File: src/rtl/ads868x_scan_pkg.sv
// Shared types and constants for the ADS868x multiplexed-channel scan controller.
package ads868x_scan_pkg;

   typedef enum logic [2:0] {
      IDLE,
      SELECT,
      SETTLE,
      CONVERT,
      STORE,
      DONE
   } state_t;

   localparam int unsigned CH_W        = 3;
   localparam int unsigned MAX_CH      = 8;
   localparam int unsigned TMR_W       = 16;
   localparam int unsigned TIMEOUT_CYC = 4096;

   // Index of the lowest set bit; 0 when no bit is set.
   function automatic logic [CH_W-1:0] lowest_set(input logic [MAX_CH-1:0] m);
      lowest_set = '0;
      for (int i = MAX_CH - 1; i >= 0; i--) begin
         if (m[i]) lowest_set = CH_W'(i);
      end
   endfunction

endpackage

File: src/rtl/ads868x_scan_timer.sv
// Loadable down-counter shared by the mux settle delay and the conversion watchdog.
module ads868x_scan_timer
   import ads868x_scan_pkg::*;
(
   input  logic             clk,
   input  logic             rst,
   input  logic             load,
   input  logic [TMR_W-1:0] load_val,
   output logic             zero_c
);

   logic [TMR_W-1:0] cnt;

   always_ff @(posedge clk) begin
      if (rst)                cnt <= '0;
      else if (load)          cnt <= load_val;
      else if (cnt != '0)     cnt <= cnt - TMR_W'(1);
   end

   assign zero_c = (cnt == '0);

endmodule

File: src/rtl/ads868x_scan_ctrl.sv
// Scans the masked mux channels, requesting one ADC conversion per channel.
// Define ADS868X_SCAN_TIMEOUT_EN to add a CONVERT watchdog that skips a silent channel and sets err.
module ads868x_scan_ctrl
   import ads868x_scan_pkg::*;
#(
   parameter int unsigned NUM_CH     = 8,
   parameter int unsigned SETTLE_CYC = 200,
   parameter int unsigned DATA_W     = 16
) (
   input  logic              clk,
   input  logic              rst,
   input  logic              start,
   input  logic [NUM_CH-1:0] ch_mask,
   output logic              busy,
   output logic [CH_W-1:0]   ch_sel,
   output logic              mux_en,
   output logic              conv_req,
   input  logic              conv_ack,
   input  logic [DATA_W-1:0] conv_data,
   output logic              res_valid,
   output logic [CH_W-1:0]   res_ch,
   output logic [DATA_W-1:0] res_data,
   output logic              done,
   output logic              err
);

   state_t             state;
   logic [MAX_CH-1:0]  pend;
   logic [MAX_CH-1:0]  pend_left_c;
   logic [DATA_W-1:0]  cap;
   logic               tmr_load;
   logic               tmr_zero;
   logic [TMR_W-1:0]   tmr_val;

   // Remaining channels once the current one is retired.
   assign pend_left_c = pend & ~(MAX_CH'(1) << ch_sel);

   // Settle count loads in SELECT; watchdog count loads on entry to CONVERT.
   assign tmr_load = (state == SELECT) || ((state == SETTLE) && tmr_zero);
   assign tmr_val  = (state == SELECT) ? TMR_W'(SETTLE_CYC - 1) : TMR_W'(TIMEOUT_CYC - 1);

   ads868x_scan_timer u_timer (
      .clk      (clk),
      .rst      (rst),
      .load     (tmr_load),
      .load_val (tmr_val),
      .zero_c   (tmr_zero)
   );

`ifdef ADS868X_SCAN_TIMEOUT_EN
   logic err_q;
   assign err = err_q;
`else
   assign err = 1'b0;
`endif

   always_ff @(posedge clk) begin
      if (rst) begin
         state     <= IDLE;
         pend      <= '0;
         cap       <= '0;
         busy      <= 1'b0;
         ch_sel    <= '0;
         mux_en    <= 1'b0;
         conv_req  <= 1'b0;
         res_valid <= 1'b0;
         res_ch    <= '0;
         res_data  <= '0;
         done      <= 1'b0;
`ifdef ADS868X_SCAN_TIMEOUT_EN
         err_q     <= 1'b0;
`endif
      end else begin
         res_valid <= 1'b0;
         done      <= 1'b0;
         case (state)
            IDLE: begin
               if (start) begin
                  pend  <= MAX_CH'(ch_mask);
                  busy  <= 1'b1;
                  state <= (ch_mask == '0) ? DONE : SELECT;
               end
            end
            SELECT: begin
               ch_sel <= lowest_set(pend);
               mux_en <= 1'b1;
               state  <= SETTLE;
            end
            SETTLE: begin
               if (tmr_zero) state <= CONVERT;
            end
            CONVERT: begin
               // An ack only counts once the request is visible to the SPI master.
               if (conv_req && conv_ack) begin
                  cap      <= conv_data;
                  conv_req <= 1'b0;
                  state    <= STORE;
               end
`ifdef ADS868X_SCAN_TIMEOUT_EN
               else if (tmr_zero) begin
                  err_q    <= 1'b1;
                  conv_req <= 1'b0;
                  pend     <= pend_left_c;
                  state    <= (pend_left_c == '0) ? DONE : SELECT;
               end
`endif
               else begin
                  conv_req <= 1'b1;
               end
            end
            STORE: begin
               res_valid <= 1'b1;
               res_ch    <= ch_sel;
               res_data  <= cap;
               pend      <= pend_left_c;
               state     <= (pend_left_c == '0) ? DONE : SELECT;
            end
            DONE: begin
               done   <= 1'b1;
               busy   <= 1'b0;
               mux_en <= 1'b0;
               state  <= IDLE;
            end
            default: state <= IDLE;
         endcase
      end
   end

endmodule

File: config.mk
export PLATFORM = sky130hd
export DESIGN_NAME = ads868x_scan_ctrl
export DESIGN_NICKNAME = d
export VERILOG_FILES = /design/src/rtl/ads868x_scan_pkg.sv /design/src/rtl/ads868x_scan_timer.sv /design/src/rtl/ads868x_scan_ctrl.sv
export SDC_FILE = /design/constraint.sdc
export NUM_CORES = 1
export LEC_CHECK = 0
export ABC_AREA = 1
export CELL_PAD_IN_SITES_DETAIL_PLACEMENT = 0
export CELL_PAD_IN_SITES_GLOBAL_PLACEMENT = 1
export CORE_MARGIN = 2
export CORE_UTILIZATION = 37
export DETAILED_ROUTE_END_ITERATION = 8
export PLACE_DENSITY = 0.78
export SLEW_MARGIN = 10
export SYNTH_ARGS = -nofsm -noshare
export SYNTH_HDL_FRONTEND = slang
export SYNTH_SLANG_ARGS = --single-unit
File: constraint.sdc
create_clock -name clk -period 1.97 [get_ports clk]
set_input_delay 0.394 -clock clk [delete_from_list [all_inputs] [get_ports clk]]
set_output_delay 0.394 -clock clk [all_outputs]
set_load 0.02 [all_outputs]
# Word level (Yosys, flattened, before mapping)
# Cells that the tools add are included.
# classes
n_addsub	1
n_eq_ne	8
n_shift	1
n_mux	25
n_bitwise	2
reduce_logical	16
# ops
op	n
$mux W3	13
$mux W16	2
$logic_not A16 Y1	1
$logic_not A8 Y1	2
$pmux W8 S2	1
$reduce_bool A16 Y1	1
$sub A16 B1 Y16 const B	1
$pmux W3 S5	1
$mux W12	1
$and A8 B8 Y8	1
$mux W8	1
$not A8 Y8	1
$reduce_bool A2 Y1	4
$shl A1 B3 Y8 const A	1
$eq A3 B2 Y1 const B	2
$eq A3 B3 Y1 const B	2
$ne A2 B2 Y1 const B	3
$reduce_and A2 Y1	3
$mux W1	4
$pmux W1 S2	2
$eq A3 B1 Y1 const B	1
$logic_not A3 Y1	1
$reduce_and A3 Y1	1
$logic_and A1 B1 Y1	2
$logic_or A1 B1 Y1	1
# word_totals
ff_bits	70
in_bits	28
out_inout_bits	28
elab_cells	65

# Depth between registers and ports, before layout
# logic_depth
ltp_word	8
mapped_depth	10
mapped_depth_nobuf	10

# Cells and area by module
# A second synthesis with hierarchy kept.
# unflattened
hier_cells	492
hier_area_um2	3378.2
# modules_own_cells
mod	n_inst	cells_per_inst	area_each_um2	seq_area_each_um2
ads868x_scan_ctrl	1	313	2263.4	1081.0
ads868x_scan_timer	1	179	1114.8	320.3

# Worst setup path after synthesis
# OpenSTA, ideal clock, no wires.
# synth_path
kind	flip-flop to flip-flop
from	register u_timer.cnt[0]
to	register u_timer.cnt[10]
setup_ns	0.071
arrival_ns	1.293
t_required_ns	1.899
path_slack_ns	0.607
path_stages_with_launch	10
path_buffers	0
period_less_slack_ns	1.363
path_cell_list	dfxtp_1 -> inv_1 -> ha_1 -> nand2_1 -> nor2_2 -> nand2_1 -> nand2_1 -> inv_1 -> nand3_1 -> a21oi_1
# synth_between
elab_chain_cells	4
word_cells_on_any_way	8
cone_classes	1 x add/sub; 2 x mux; 5 x reduce/logical
# synth_lines
item	line_no	rtl
start: declaration	ads868x_scan_timer.sv:12	logic [TMR_W-1:0] cnt;
start signal: assignment	ads868x_scan_timer.sv:16	else if (load) cnt <= load_val;
start signal: assignment	ads868x_scan_timer.sv:17	else if (cnt != '0) cnt <= cnt - TMR_W'(1);
parallel branches: the longest is 4 deep, another holds $sub A16 B1 Y16	-	
# Several ways; the timed one is not identified. The select of a mux whose other input is x is not followed.
# A chain may end at the register's enable or synchronous reset.

# Worst setup path in the final report
# layout_path
from	register ch_sel[1]
to	output ch_sel[1]
# layout_rtl
item	line_no	rtl
start: declaration	ads868x_scan_ctrl.sv:15	output logic [CH_W-1:0] ch_sel,
start signal: assignment	ads868x_scan_ctrl.sv:85	ch_sel <= lowest_set(pend);
# No word-level cell between the ends.

==> results.yml <==
status:
  outcome: "finished, final reports clean"
run:
  max-cap-violations: 0
synth:
  synth_edf_count: 0
  synth_top_cell_area_share: 0.442
  synth_seq_area_share: 0.442
  syn-num-nets: 496
  yosysTopAreaCell: "dfxtp_1"
  netlist_instances: 466
  synth_area_um2: 3170
  synth_area_per_cell_um2: 6.80
  synthTopCellsByArea: "dfxtp_1, nor2_1, nand2_1"
  synthArstFlopShare: 0
  ys_seq_elements: 70
  yosys_warnings: 0
  synth_ff_type: "dfxtp_1"
  synth.distinct_cells: 32
global_route:
  first_global_vias: 2856
  grt_util_all_layers: 0.183
  grt_pass1_wl_um: 13100
  grt-ovfl-total: 0
  grt_max_degree: 46
  antenna_found_initial: 0
route:
  drt_iter0_drc: 97
  wl_per_cell_um: 12.4
  wl_um: 7890
  firstDrtPassIters: 4
  route.detailed.drc: 0
  antenna_left: 0
  vias_per_cell: 4.76
  vias: 3031
sta:
  tightest_slew_ns: 0.509
  maxSlewViolCount: 0
  setup_viol: 0
  grt_setup_unrepaired: "no"
  period_needed_ns: 1.86
  hold_viol_final: 0
  slew_headroom: 0.659
  min_period_over_period: 0.945
  finalSetupTns_ns: 0
  finalClockSkew_ns: 0.00696
  clock.fmax_ghz: 0.537
worst_setup_path:
  critPathTopFamily: "buffers and inverters"
  cp.required_ns: 1.58
  path_buf_inv: 1
  path_cells: "clkdlybuf4s50_1"
  crit_fanout: 8
  critPathMaxStageDelay_ns: 0.66
  crit_type: "reg -> out"
  critPathSlowestCell: "clkdlybuf4s50_1"
  worstPathArrival_ns: 1.47
  cp-start-kind: "register"
  worstSetupEndpointType: "primary output"
final_layout:
  insertedDiodeCount: 0
  mostFrequentLayoutCell: "nor2_1"
  area_growth_syn_to_layout_pct: 28.2
  drive_gt1_frac: 0.0771
  layout.cells.non_filler: 637
  nets: 557
  final_cell_mix: "nor2_1, nand2_1, dfxtp_1"
die:
  fp.coreArea_um2: 8260
  initial_core_util: 0.384
  rows: 33
  die_h_um: 96.6
  io_pins: 56
  die_area_um2: 9330
  die_w_um: 96.6
clocking:
  ctsHtreeMaxLevel: 3
  clock-root-buffer: "clkbuf_8"
  cts_tree: "built"
  max-clock-path-buffers: 2
  cts_buffers: 9
  clk_pin_slew_ns: 0.08
  ctsHoldBuffers: 0
  clock-sinks: 70
  clk_latency_ns: 0.34
hold_path:
  hp-class: "reg -> reg"
placement:
  dpl.cell_count: 621
  gp_congestion: 0.848
  port_buffers: 54
  dp.final_hpwl_um: 5800
power_and_ir_drop:
  p_leak_nw: 1.73
  vdd_drop_max_mv: 0.512
  p_per_area_nw_per_um2: 1320
==> report_power, final <==
group          internal (mW)  switching (mW)  leakage, nW
combinational          0.868            1.46         1.06
sequential              1.67           0.237        0.569
clock                  0.588           0.562       0.0996
==> cell type report <==
type	count	area, um^2
inverters	50	188
multi-input cells	331	1510
clock buffers	9	124
clock inverters	7	73.8
repair buffers	65	636
flip-flops and latches	70	1400
fillers	876	4190
well taps	105	131
==> metrics by stage <==
step                      total power [mW]  hold slack [ns]  utilization  setup slack, ns  area (um^2)
after floorplan                       3.59            0.448            -            0.607         3170
after detailed placement              4.25            0.462        0.468            0.341         3870
after CTS                             5.42            0.472        0.492           0.0582         4060
after global routing                  5.85            0.493        0.492           0.0390         4070
after global placement                4.23            0.454        0.468            0.372         3870
final                                 5.38            0.466        0.492            0.108         4070
==> flip-flops by register name (all words and copies together) (netlist names) <==
register     cells
cap             16
res_data        16
u_timer.cnt     16
pend             8
ch_sel           3
res_ch           3
state            3
busy             1
conv_req         1
done             1
mux_en           1
res_valid        1
==> final timing paths <==
kind | start | end | slack (ns) | cells after the start
worst max-delay path | ch_sel[1]$_SDFFE_PP0N_ | ch_sel[1] | 0.11 | 1
worst min-delay path | busy$_SDFFE_PP0P_ | busy$_SDFFE_PP0P_ | 0.47 | 2
worst max register to register | u_timer.cnt[0]$_SDFFE_PP0P_ | u_timer.cnt[9]$_SDFFE_PP0P_ | 0.41 | 9
worst min register to register | busy$_SDFFE_PP0P_ | busy$_SDFFE_PP0P_ | 0.47 | 2
==> Yosys cell counts, types with 2 or more instances <==
cell type,count
dfxtp_1,70
o21ai_1,6
xor2_1,2
clkbuf_1,9
inv_2,3
nand2_1,87
o21ai_0,40
nor2_1,113
nor2_2,3
a21oi_1,25
buf_2,3
nand3_2,2
o211ai_1,2
nand4_1,4
xnor2_1,2
nand3_1,28
ha_1,2
o221ai_1,5
o31ai_1,2
inv_1,46
==> tightest hold or removal path, delay by kind of cell (launching register included) <==
| family | cells | cell delay [ns] |
|---|---|---|
| AND/OR/NAND/NOR | 1 | 0.06 |
| flip-flops | 1 | 0.32 |
| AO/OA/AOI/OAI | 1 | 0.05 |
==> kinds of logic after synthesis <==
logic type / Yosys count / share of synthesized area
xor+xnor: 4 / 0.0111
simple gates: 243 / 0.318
fa+ha+maj: 2 / 0.00789
compound gates: 81 / 0.138
flops: 70 / 0.442
buf+inv: 65 / 0.0817
other cells: 1 / 0.00118
==> timing repair <==
action	in CTS	in global routing
endpoints found under the hold margin	0	0
setup endpoints to repair	0	1
resized for setup	0	1
buffers inserted	0	0
==> per-layer routing <==
| metal | track usage | part of all wire | wire length [um] |
|---|---|---|---|
| met1 | 0.233 | 0.48 | 3800 |
| met3 | 0.0349 | 0.027 | 216 |
| met2 | 0.307 | 0.47 | 3740 |
| met5 | 0 | 0 | 0 |
| met4 | 0.0681 | 0.017 | 133 |
Power figures use the tool's default switching activity.
